--- src/rtl/accel_stream_mmio.sv ---
// accel_stream_mmio: iomem slave that buffers a pixel stream in a FIFO and returns PACK pixels per DATA read.
// Define ACCEL_IRQ_EN to add the THR register and the level-threshold interrupt; otherwise irq is tied low.
module accel_stream_mmio #(
    parameter int PIX_W      = 8,
    parameter int PACK       = 4,
    parameter int FIFO_DEPTH = 16,
    parameter int MODE_W     = 2
) (
    input  logic              clk,
    input  logic              rstn,
    input  logic              iomem_valid,
    output logic              iomem_ready,
    input  logic [3:0]        iomem_wstrb,
    input  logic [31:0]       iomem_addr,
    input  logic [31:0]       iomem_wdata,
    output logic [31:0]       iomem_rdata,
    input  logic [PIX_W-1:0]  s_pixel,
    input  logic              s_valid,
    output logic              s_ready,
    output logic [MODE_W-1:0] mode,
    output logic              irq
);
    localparam int AW = $clog2(FIFO_DEPTH);
    localparam int LW = $clog2(FIFO_DEPTH + 1);

    logic              iomem_ready_q, iomem_ready_d;
    logic [31:0]       iomem_rdata_q, iomem_rdata_d;
    logic [MODE_W-1:0] mode_q, mode_d;
    logic              enable_q, enable_d;
    logic              underflow_q, underflow_d;
    logic [AW-1:0]     wr_ptr_q, wr_ptr_d;
    logic [AW-1:0]     rd_ptr_q, rd_ptr_d;
    logic [LW-1:0]     level_q, level_d;
    logic [PIX_W-1:0]  mem_q [FIFO_DEPTH];
    logic [PIX_W-1:0]  mem_d [FIFO_DEPTH];

    logic        req, is_wr, is_rd, push, pop, can_pop, flush;
    logic [3:0]  addr;
    logic [31:0] stat;
    logic        unused_bits;

`ifdef ACCEL_IRQ_EN
    logic [7:0] thr_q, thr_d;
    logic       irq_q, irq_d;
    assign irq = irq_q;
`else
    assign irq = 1'b0;
`endif

    assign unused_bits = ^{iomem_addr[31:4], iomem_wdata};

    assign iomem_ready = iomem_ready_q;
    assign iomem_rdata = iomem_rdata_q;
    assign mode        = mode_q;
    assign s_ready     = enable_q && (level_q < LW'(FIFO_DEPTH));

    always_comb begin
        addr    = iomem_addr[3:0];
        req     = iomem_valid && !iomem_ready_q;
        is_wr   = req && (iomem_wstrb != 4'b0);
        is_rd   = req && (iomem_wstrb == 4'b0);
        push    = s_valid && s_ready;
        can_pop = level_q >= LW'(PACK);
        pop     = is_rd && (addr == 4'h8) && can_pop;
        flush   = is_wr && (addr == 4'h0) && iomem_wdata[9];

        stat       = '0;
        stat[0]    = can_pop;
        stat[1]    = level_q == LW'(FIFO_DEPTH);
        stat[2]    = level_q == '0;
        stat[3]    = underflow_q;
        stat[15:8] = 8'(level_q);
    end

    always_comb begin
        iomem_ready_d = req;
        iomem_rdata_d = '0;
        mode_d        = mode_q;
        enable_d      = enable_q;
        underflow_d   = underflow_q;
        wr_ptr_d      = wr_ptr_q;
        rd_ptr_d      = rd_ptr_q;
        level_d       = level_q;
        mem_d         = mem_q;
`ifdef ACCEL_IRQ_EN
        thr_d = thr_q;
        irq_d = enable_q && (thr_q != 8'd0) && (8'(level_q) >= thr_q);
`endif

        if (is_wr) begin
            case (addr)
                4'h0: begin
                    mode_d   = iomem_wdata[MODE_W-1:0];
                    enable_d = iomem_wdata[8];
                end
                4'h4: if (iomem_wdata[3]) underflow_d = 1'b0;
`ifdef ACCEL_IRQ_EN
                4'hC: thr_d = iomem_wdata[7:0];
`endif
                default: ;
            endcase
        end

        if (is_rd) begin
            case (addr)
                4'h0: begin
                    iomem_rdata_d[MODE_W-1:0] = mode_q;
                    iomem_rdata_d[8]          = enable_q;
                end
                4'h4: iomem_rdata_d = stat;
                4'h8: begin
                    if (can_pop) begin
                        for (int i = 0; i < PACK; i++)
                            iomem_rdata_d[i*PIX_W +: PIX_W] = mem_q[rd_ptr_q + AW'(i)];
                    end else begin
                        underflow_d = 1'b1;
                    end
                end
`ifdef ACCEL_IRQ_EN
                4'hC: iomem_rdata_d[7:0] = thr_q;
`endif
                default: ;
            endcase
        end

        // Flush wins over a push on the same edge so the FIFO is guaranteed empty afterwards.
        if (flush) begin
            wr_ptr_d = '0;
            rd_ptr_d = '0;
            level_d  = '0;
        end else begin
            if (push) begin
                mem_d[wr_ptr_q] = s_pixel;
                wr_ptr_d        = wr_ptr_q + 1'b1;
            end
            if (pop)
                rd_ptr_d = rd_ptr_q + AW'(PACK);
            level_d = level_q + LW'(push) - (pop ? LW'(PACK) : LW'(0));
        end
    end

    always_ff @(posedge clk) begin
        if (!rstn) begin
            iomem_ready_q <= 1'b0;
            iomem_rdata_q <= '0;
            mode_q        <= '0;
            enable_q      <= 1'b0;
            underflow_q   <= 1'b0;
            wr_ptr_q      <= '0;
            rd_ptr_q      <= '0;
            level_q       <= '0;
            mem_q         <= '{default: '0};
`ifdef ACCEL_IRQ_EN
            thr_q         <= '0;
            irq_q         <= 1'b0;
`endif
        end else begin
            iomem_ready_q <= iomem_ready_d;
            iomem_rdata_q <= iomem_rdata_d;
            mode_q        <= mode_d;
            enable_q      <= enable_d;
            underflow_q   <= underflow_d;
            wr_ptr_q      <= wr_ptr_d;
            rd_ptr_q      <= rd_ptr_d;
            level_q       <= level_d;
            mem_q         <= mem_d;
`ifdef ACCEL_IRQ_EN
            thr_q         <= thr_d;
            irq_q         <= irq_d;
`endif
        end
    end

endmodule
--- config.mk ---
export PLATFORM = sky130hd
export DESIGN_NAME = accel_stream_mmio
export DESIGN_NICKNAME = d
export VERILOG_FILES = /design/src/rtl/accel_stream_mmio.sv
export SDC_FILE = /design/constraint.sdc
export NUM_CORES = 1
export LEC_CHECK = 0
export ABC_AREA = 1
export ABC_CLOCK_PERIOD_IN_PS = 6400
export CAP_MARGIN = 40
export CORE_MARGIN = 4
export CORE_UTILIZATION = 59
export CTS_CLUSTER_SIZE = 30
export DETAILED_ROUTE_END_ITERATION = 6
export PLACE_DENSITY = 0.85
export SYNTH_ARGS = -nofsm -noshare
export SYNTH_HDL_FRONTEND = slang
export SYNTH_SLANG_ARGS = --single-unit
--- constraint.sdc ---
create_clock -name clk -period 6.4 [get_ports clk]
set_input_delay 1.92 -clock clk [delete_from_list [all_inputs] [get_ports clk]]
set_output_delay 1.92 -clock clk [all_outputs]
set_load 0.02 [all_outputs]
==> impl_metrics.env, run 1 <==
export IMPL_status="finished, final reports clean"
export IMPL_grt_first_pass_wirelength_um=35300
export IMPL_synth_top_family_by_area="simple AND/OR/NAND/NOR gates"
export IMPL_numPortBuffers=60
export IMPL_min_period_over_period=0.635
export IMPL_vias_per_cell=5.58
export IMPL_worst_pin_slew_ps=849
export IMPL_antenna_found_initial=0
export IMPL_crit_cells=10
export IMPL_fin_util=0.693
export IMPL_chipHeight_um=127
export IMPL_clock_sinks=176
export IMPL_crit_top_cell="nand2_1"
export IMPL_cp_start_kind="primary input"
export IMPL_ys_types=34
export IMPL_critical_path_top_delay_family="simple AND/OR/NAND/NOR gates"
export IMPL_postCtsSetupRepairBufs=0
export IMPL_syn_num_nets=1290
export IMPL_synth_compound_area_frac=0.0860
export IMPL_syn_to_final_growth_pct=14.6
export IMPL_ant_nets=0
export IMPL_grt_max_degree=80
export IMPL_gp_congestion=0.813
export IMPL_worst_path_buf_inv=4
export IMPL_dpl_cell_count=1381
export IMPL_dieWidth_um=127
export IMPL_p_leak_uw=0.00411
export IMPL_crit_path_end_kind="flop"
export IMPL_hold_ws_ps=463
export IMPL_grt_met3_usage=0.0543
export IMPL_coreArea_um2=13900
export IMPL_rsz0062_at_grt="false"
export IMPL_yosys_warnings=0
export IMPL_floorplan_rows=43
export IMPL_use_met2=0.422
export IMPL_drv_slew=0
export IMPL_gr_total_overflow=0
export IMPL_async_flop_share=0
export IMPL_synth_edf_count=0
export IMPL_dr_pass1_iters=6
export IMPL_busiest_layer="met2"
export IMPL_synth_seq_cells=176
export IMPL_htreeDepth=4
export IMPL_grt_usage=0.268
export IMPL_synthCells=1198
export IMPL_ios=117
export IMPL_vias=7874
export IMPL_stdcell_count=1410
export IMPL_crit_type="in2reg"
export IMPL_synth_xor_area_frac=0.00312
export IMPL_cp_slowest_cell="nand4_4"
export IMPL_worstHoldPathCells=2
export IMPL_fin_crit_ps=4060
export IMPL_drv_cap=0
export IMPL_synth_top_flop_cell="dfxtp_1"
export IMPL_layout_commonest_cell="nor2_1"
export IMPL_grt_pass1_vias=7199
export IMPL_crit_fanout=52
export IMPL_peakVddDrop_mv=0.186
export IMPL_fmax_ghz=0.246
export IMPL_cts_buffers=17
export IMPL_drive_above_1_share=0.112
export IMPL_cts_resized=0
export IMPL_grtUsageMet1=0.363
export IMPL_critPathRequiredTime_ps=6740
export IMPL_setup_viol=0
export IMPL_p_per_area_nw_per_um2=229
export IMPL_setup_tns_final_ps=0
export IMPL_dp_hpwl_um=12700
export IMPL_clkTransAtPathRegs_ps=60
export IMPL_final_hold_viol_count=0
export IMPL_clockBufferDepth=2
export IMPL_drc_errors=0
export IMPL_crit_chain="clkdlybuf4s50_1 > inv_2 > nand2_1 > nor2_2 > nand4_4 > buf_4 > nand3_1 > nand2_1 > inv_1 > nor2_1"
export IMPL_root_buffer="clkbuf_16"
export IMPL_critPathArrivalTime_ps=4400
export IMPL_clock_latency_ps=440
export IMPL_hp_class="reg2reg"
export IMPL_yosys_area_share_simple=0.390
export IMPL_final_cell_mix="nor2_1 (279), nand2_1 (188), dfxtp_1 (175)"
export IMPL_nNetsFinal=1312
export IMPL_cts_tree="yes"
export IMPL_die_area_um2=16300
export IMPL_antenna_cells=0
export IMPL_synth_area_um2=8420
export IMPL_hold_buffers=0
export IMPL_yosysSeqAreaShare=0.418
export IMPL_start_util=0.604
export IMPL_drt_wirelength_per_cell_um=15.1
export IMPL_finClkSkew_ps=9.89
export IMPL_maxSlewHeadroom=0.434
export IMPL_r2r_cells=13
export IMPL_drtIter0Drc=1087
export IMPL_wirelength_um=21300
export IMPL_postSynthAreaPerCell_um2=7.03
export IMPL_worst_path_largest_cell_delay_ps=650
export IMPL_synth_adder_area_share=0.0178
export IMPL_synthMuxAreaShare=0
==> routing by layer <==
layer	wire length, um	vias up
li1	-	3826
met1	9180	3636
met2	9820	346
met3	1670	66
met4	677	0
met5	0	-
==> worst paths after layout <==
| path | start | slack [ps] | end |
|---|---|---|---|
| worst min register to register | mem_q[3]$_SDFFE_PN0P_ | 460 | mem_q[3]$_SDFFE_PN0P_ |
| worst max-delay path | iomem_addr[2] | 2340 | mem_q[78]$_SDFFE_PN0P_ |
| worst min-delay path | mem_q[3]$_SDFFE_PN0P_ | 460 | mem_q[3]$_SDFFE_PN0P_ |
| worst max register to register | level_q[4]$_SDFF_PP0_ | 3920 | level_q[4]$_SDFF_PP0_ |
==> power by group <==
| group | internal (uW) | switching [uW] | leakage [uW] |
|---|---|---|---|
| logic | 28.0 | 60.1 | 0.00241 |
| clock network | 607 | 418 | 0.000281 |
| registers | 1100 | 1.07 | 0.00142 |
==> state kept, by name (all words and copies together), names as in the netlist <==
signal	cells
iomem_rdata	32
iomem_ready	1
enable_q	1
mem_q	128
level_q	5
mode	2
underflow_q	1
rd_ptr_q	2
wr_ptr_q	4
==> metrics by stage <==
stage          power, uW  instance area, um^2  worst slack [ps]
6_report            2210                 9650              2340
2_1_floorplan       1180                 8420              2720
5_1_grt             2270                 9650              2150
4_1_cts             2210                 9650              2360
3_3_place_gp        1210                 9030              1950
3_5_place_dp        1210                 9080              1930
==> logic make-up (layout without fill, tap and decap cells) <==
family / count (synthesis) / after routing
AND/OR/NAND/NOR: 692 / 692
buffers and inverters: 171 / 203
AO/OA/AOI/OAI: 143 / 143
adder cells (fa/ha/maj): 12 / 12
XOR/XNOR: 3 / 3
flip-flops: 176 / 176
other: 1 / 1
==> synth_stat cells (5+ instances only) <==
cell | number | area share
nand2_1 | 188 | 0.084
buf_2 | 14 | 0.0083
nand2_2 | 10 | 0.0074
a21oi_1 | 67 | 0.040
nor2_4 | 5 | 0.0067
nor2_8 | 14 | 0.033
nand2_4 | 5 | 0.0067
clkbuf_1 | 42 | 0.019
nand4_1 | 25 | 0.019
buf_1 | 6 | 0.0027
o21ai_0 | 72 | 0.043
nand3_1 | 115 | 0.068
nor2_2 | 43 | 0.032
clkinv_2 | 8 | 0.0048
dfxtp_1 | 176 | 0.42
inv_2 | 8 | 0.0036
inv_1 | 84 | 0.037
ha_1 | 12 | 0.018
nor2_1 | 279 | 0.12
==> tightest hold or removal path, delay by kind of cell (launching register included) <==
| family | cells | cell delay [ps] |
|---|---|---|
| AND/OR/NAND/NOR | 2 | 110 |
| flip-flops | 1 | 320 |
==> area by class of cell <==
type	count	area, um^2
Clock buffer	23	488
Clock inverter	6	82.6
Fill cell	1151	4280
Inverter	106	430
Multi-Input combinational cell	851	4190
Sequential cell	176	3520
Tap cell	180	225
Timing Repair Buffer	68	711
Power figures use the tool's default switching activity.
==> run 2: changes to the inputs <==
--- a/config.mk
+++ b/config.mk
@@ -6,13 +6,13 @@
 export NUM_CORES = 1
 export LEC_CHECK = 0
 export ABC_AREA = 1
-export ABC_CLOCK_PERIOD_IN_PS = 6400
+export ABC_CLOCK_PERIOD_IN_PS = 3600
 export CAP_MARGIN = 40
 export CORE_MARGIN = 4
-export CORE_UTILIZATION = 59
+export CORE_UTILIZATION = 50
 export CTS_CLUSTER_SIZE = 30
 export DETAILED_ROUTE_END_ITERATION = 6
-export PLACE_DENSITY = 0.85
+export PLACE_DENSITY = 0.77
 export SYNTH_ARGS = -nofsm -noshare
 export SYNTH_HDL_FRONTEND = slang
 export SYNTH_SLANG_ARGS = --single-unit
==> constraint.sdc (replaced) <==
create_clock -name clk -period 3.6 [get_ports clk]
set_input_delay 1.08 -clock clk [delete_from_list [all_inputs] [get_ports clk]]
set_output_delay 1.08 -clock clk [all_outputs]
set_load 0.02 [all_outputs]
==> impl_metrics.env, run 2 (synthesis results as in run 1) <==
export IMPL_dr_pass1_iters=5
export IMPL_dieWidth_um=138
export IMPL_cts_resized=0
export IMPL_final_cell_mix="nor2_1 (279), nand2_1 (188), dfxtp_1 (175)"
export IMPL_drt_wirelength_per_cell_um=14.2
export IMPL_fmax_ghz=0.337
export IMPL_grt_usage=0.226
export IMPL_routed_top_layer="met4"
export IMPL_clock_latency_ps=430
export IMPL_fin_crit_ps=2970
export IMPL_root_buffer="clkbuf_16"
export IMPL_critPathRequiredTime_ps=3910
export IMPL_clkTransAtPathRegs_ps=60
export IMPL_cts_buffers=17
export IMPL_htreeDepth=4
export IMPL_setup_tns_final_ps=0
export IMPL_drv_slew=0
export IMPL_grt_max_degree=146
export IMPL_rsz0062_at_grt="false"
export IMPL_ant_nets=0
export IMPL_hold_end="mem_q[30]$_SDFFE_PN0P_"
export IMPL_maxSlewHeadroom=0.441
export IMPL_coreArea_um2=16500
export IMPL_nNetsFinal=1318
export IMPL_stdcell_count=1457
export IMPL_critPathArrivalTime_ps=3280
export IMPL_gr_total_overflow=0
export IMPL_hp_class="reg2reg"
export IMPL_peakVddDrop_mv=0.373
export IMPL_grt_first_pass_wirelength_um=34200
export IMPL_clockBufferDepth=2
export IMPL_chipHeight_um=138
export IMPL_largest_register="mem_q"
export IMPL_start_util=0.510
export IMPL_vias=7555
export IMPL_drtIter0Drc=686
export IMPL_cp_start_kind="primary input"
export IMPL_postCtsSetupRepairBufs=0
export IMPL_worstHoldPathCells=2
export IMPL_die_area_um2=19000
export IMPL_r2r_slack_ps=1300
export IMPL_final_hold_viol_count=0
export IMPL_floorplan_rows=47
export IMPL_wl_met3_um=1470
export IMPL_p_per_area_nw_per_um2=397
export IMPL_wirelength_um=20600
export IMPL_drive_above_1_share=0.118
export IMPL_layout_commonest_cell="nor2_1"
export IMPL_pre_cts_slack_ps=196
export IMPL_wl_met1_um=9320
export IMPL_vias_per_cell=5.19
export IMPL_reg2reg_from="level_q[4]$_SDFF_PP0_"
export IMPL_finClkSkew_ps=5.76
export IMPL_setup_viol=0
export IMPL_met2WireLength_um=9460
export IMPL_r2r_end="level_q[4]$_SDFF_PP0_"
export IMPL_crit_fanout=4
export IMPL_cts_tree="yes"
export IMPL_p_leak_uw=0.00412
export IMPL_dp_hpwl_um=12900
export IMPL_crit_type="in2reg"
export IMPL_power_uw=3860
export IMPL_antenna_found_initial=0
export IMPL_n_fill_cell=1509
export IMPL_grt_pass1_vias=6861
export IMPL_drc_errors=0
export IMPL_min_period_over_period=0.825
export IMPL_ios=117
export IMPL_largest_register_ff_count=128
export IMPL_drv_cap=0
export IMPL_worst_pin_slew_ps=838
export IMPL_fin_util=0.589
export IMPL_dpl_cell_count=1427
export IMPL_antenna_cells=0
export IMPL_numPortBuffers=60
export IMPL_clock_sinks=176
export IMPL_syn_to_final_growth_pct=15.6
export IMPL_min_from="mem_q[30]$_SDFFE_PN0P_"
export IMPL_hold_buffers=0
export IMPL_gp_congestion=0.824
export IMPL_fin_ws_ps=630
export IMPL_r2r_cells=13
export IMPL_status="finished, final reports clean"
export IMPL_crit_path_end_kind="flop"
run 2: cell count changes in the layout (fill, tap and decap cells not counted), sizes merged:
cell,previous run,this run
buf,9,15
bufinv,2,1
clkinv,11,12
inv,98,99
clkbuf,23,21
clkinvlp,1,3
run 2: report_power, final:
group	switching (uW)	internal (uW)
clock	759	998
sequential	1.86	1950
combinational	103	50.0
run 2: layout make-up:
type	count	area, um^2	share of cell area
clock buffer	21	470	0.0483
clock inverter	9	85.1	0.00874
inverter	106	430	0.0442
multi-input combinational	851	4190	0.431
sequential	176	3520	0.362
tap	220	275	0.0283
timing repair buffer	74	756	0.0776
run 2: worst max path at each step:
stage,endpoint,cells past startpoint,slack [ps],from
floorplan,level_q[4]$_SDFF_PP0_,11,760,iomem_addr[1]
global placement,level_q[4]$_SDFF_PP0_,12,240,iomem_addr[1]
detailed placement,level_q[4]$_SDFF_PP0_,12,200,iomem_addr[1]
CTS,level_q[4]$_SDFF_PP0_,12,640,iomem_addr[1]
global route,level_q[4]$_SDFF_PP0_,12,400,iomem_addr[0]
finish,level_q[4]$_SDFF_PP0_,12,630,iomem_addr[1]
run 2: routing by layer:
metal / vias to the layer above / GRT usage
met1: 3421 / 0.312
met3: 31 / 0.0497
met5: - / 0
met2: 260 / 0.354
li1: 3843 / -
met4: 0 / 0.0692
run 2: worst max-delay path, cell delays in order:
cell and delay, ps:
clkdlybuf4s50_1 420, nor2_1 220, nand3_1 160, nor2_2 120
nand2_1 90, ha_1 330, ha_1 320, o21ai_0 190
a21oi_1 110, xor2_1 150, inv_1 60, nor2_1 30
run 2: per-stage QoR:
step,hold slack [ps],cell area [um^2]
global placement,442,9120
finish,463,9730
detailed placement,451,9180
CTS,466,9730
floorplan,420,8420
global route,480,9730
==> run 3: changes to the inputs <==
--- a/config.mk
+++ b/config.mk
@@ -6,13 +6,13 @@
 export NUM_CORES = 1
 export LEC_CHECK = 0
 export ABC_AREA = 1
-export ABC_CLOCK_PERIOD_IN_PS = 3600
+export ABC_CLOCK_PERIOD_IN_PS = 2750
 export CAP_MARGIN = 40
 export CORE_MARGIN = 4
-export CORE_UTILIZATION = 50
+export CORE_UTILIZATION = 55
 export CTS_CLUSTER_SIZE = 30
 export DETAILED_ROUTE_END_ITERATION = 6
-export PLACE_DENSITY = 0.77
+export PLACE_DENSITY = 0.8
 export SYNTH_ARGS = -nofsm -noshare
 export SYNTH_HDL_FRONTEND = slang
 export SYNTH_SLANG_ARGS = --single-unit
==> constraint.sdc (replaced) <==
create_clock -name clk -period 2.75 [get_ports clk]
set_input_delay 0.825 -clock clk [delete_from_list [all_inputs] [get_ports clk]]
set_output_delay 0.825 -clock clk [all_outputs]
set_load 0.02 [all_outputs]
==> impl_metrics.env, run 3 (synthesis results as in run 1) <==
export IMPL_wirelength_um=21200
export IMPL_ant_nets=0
export IMPL_setup_viol=0
export IMPL_layout_commonest_cell="nor2_1"
export IMPL_vias=7690
export IMPL_hp_class="reg2reg"
export IMPL_combPwrFrac=0.043
export IMPL_grt_first_pass_wirelength_um=35300
export IMPL_grt_usage=0.247
export IMPL_use_met2=0.403
export IMPL_cts_tree="yes"
export IMPL_dp_hpwl_um=13200
export IMPL_fin_ws_ps=178
export IMPL_chipHeight_um=132
export IMPL_cts_resized=0
export IMPL_crit_fanout=3
export IMPL_dieWidth_um=132
export IMPL_antenna_cells=0
export IMPL_ios=117
export IMPL_nNetsFinal=1348
export IMPL_coreArea_um2=14800
export IMPL_placedInstanceArea_um2=9360
export IMPL_hold_buffers=0
export IMPL_stdcell_count=1453
export IMPL_sequentialPowerShare=0.497
export IMPL_status="finished, final reports clean"
export IMPL_drt_wirelength_per_cell_um=14.6
export IMPL_p_sw_frac=0.228
export IMPL_busiest_layer="met2"
export IMPL_fmax_ghz=0.389
export IMPL_hold_ws_ps=464
export IMPL_antenna_found_initial=0
export IMPL_min_period_over_period=0.935
export IMPL_grt_pass1_vias=7240
export IMPL_fin_crit_ps=2570
export IMPL_rsz0062_at_grt="false"
export IMPL_crit_path_end_kind="flop"
export IMPL_largest_register_ff_count=128
export IMPL_crit_type="in2reg"
export IMPL_drtIter0Drc=761
export IMPL_drive_above_1_share=0.140
export IMPL_critPathArrivalTime_ps=2900
export IMPL_drc_errors=0
export IMPL_root_buffer="clkbuf_16"
export IMPL_pre_cts_slack_ps=-263
export IMPL_drv_cap=0
export IMPL_grt_max_degree=80
export IMPL_pwr_share_clk=0.459
export IMPL_syn_to_final_growth_pct=17.9
export IMPL_die_area_um2=17400
export IMPL_p_per_area_nw_per_um2=517
export IMPL_dr_pass1_iters=6
export IMPL_peakVddDrop_mv=0.544
export IMPL_cp_start_kind="primary input"
export IMPL_floorplan_rows=44
export IMPL_clock_latency_ps=430
export IMPL_clockBufferDepth=2
export IMPL_p_leak_uw=0.00427
export IMPL_clkTransAtPathRegs_ps=60
export IMPL_numPortBuffers=60
export IMPL_maxSlewHeadroom=0.418
export IMPL_p_int_uw=3970
export IMPL_postCtsSetupRepairBufs=0
export IMPL_dpl_cell_count=1421
export IMPL_grtUsageMet1=0.322
export IMPL_finClkSkew_ps=9.48
export IMPL_grt_met3_usage=0.0565
export IMPL_fin_area_um2=9930
export IMPL_switchingPower_uw=1170
export IMPL_clock_sinks=176
export IMPL_worst_pin_slew_ps=872
export IMPL_cts_buffers=17
export IMPL_gr_total_overflow=0
export IMPL_final_hold_viol_count=0
export IMPL_critPathRequiredTime_ps=3080
export IMPL_start_util=0.571
export IMPL_gp_congestion=0.816
export IMPL_largest_register="mem_q"
export IMPL_vias_per_cell=5.29
export IMPL_final_cell_mix="nor2_1 (279), nand2_1 (188), dfxtp_1 (175)"
export IMPL_drv_slew=0
export IMPL_htreeDepth=4
run 3: changes by cell type in the layout (fill, tap and decap cells not counted):
cell	previous run	this run
clkbuf_8	3	0
buf_12	1	4
buf_16	2	0
bufinv_16	1	2
buf_4	12	41
clkinv_4	1	3
clkinv_2	11	13
run 3: layout make-up:
cell class / count / area, um^2
multi-input cells: 851 / 4190
repair buffers: 104 / 978
flip-flops and latches: 176 / 3520
clock buffers: 18 / 429
inverters: 106 / 430
well taps: 184 / 230
clock inverters: 14 / 143
fillers: 1235 / 4830
run 3: worst paths after layout:
| check | start | endpoint | slack [ps] | cells after the start |
|---|---|---|---|---|
| setup / recovery | iomem_addr[1] | level_q[4]$_SDFF_PP0_ | 180 | 12 |
| hold / removal | mem_q[57]$_SDFFE_PN0P_ | mem_q[57]$_SDFFE_PN0P_ | 460 | 2 |
| setup reg to reg | level_q[4]$_SDFF_PP0_ | level_q[4]$_SDFF_PP0_ | 500 | 13 |
| hold reg to reg | mem_q[57]$_SDFFE_PN0P_ | mem_q[57]$_SDFFE_PN0P_ | 460 | 2 |
run 3: stage by stage:
step,TNS (ps),util,total power [uW]
global route,0,0.673,5290
CTS,0,0.673,5160
floorplan,0,-,2740
global placement,-197,0.634,2830
detailed placement,-346,0.634,2830
finish,0,0.673,5140
run 3: routing by layer:
metal / up-vias / routed length, um
li1: 3907 / -
met1: 3473 / 9270
met2: 268 / 9930
met3: 42 / 1520
met4: 0 / 512
met5: - / 0
run 3: worst max-delay path: stages:
cell,delay (ps)
clkdlybuf4s50_1,420
nor2_1,170
nand3_1,140
nor2_2,120
nand2_1,90
ha_1,320
ha_1,300
o21ai_0,190
a21oi_1,110
xor2_1,140
inv_1,50
nor2_1,30
run 3: power groups by stage:
stage	combinational, uW	sequential [uW]	clock, uW
floorplan	126	2610	0
global placement	216	2610	0
detailed placement	218	2610	0
CTS	219	2550	2380
global route	243	2550	2490
finish	223	2550	2360
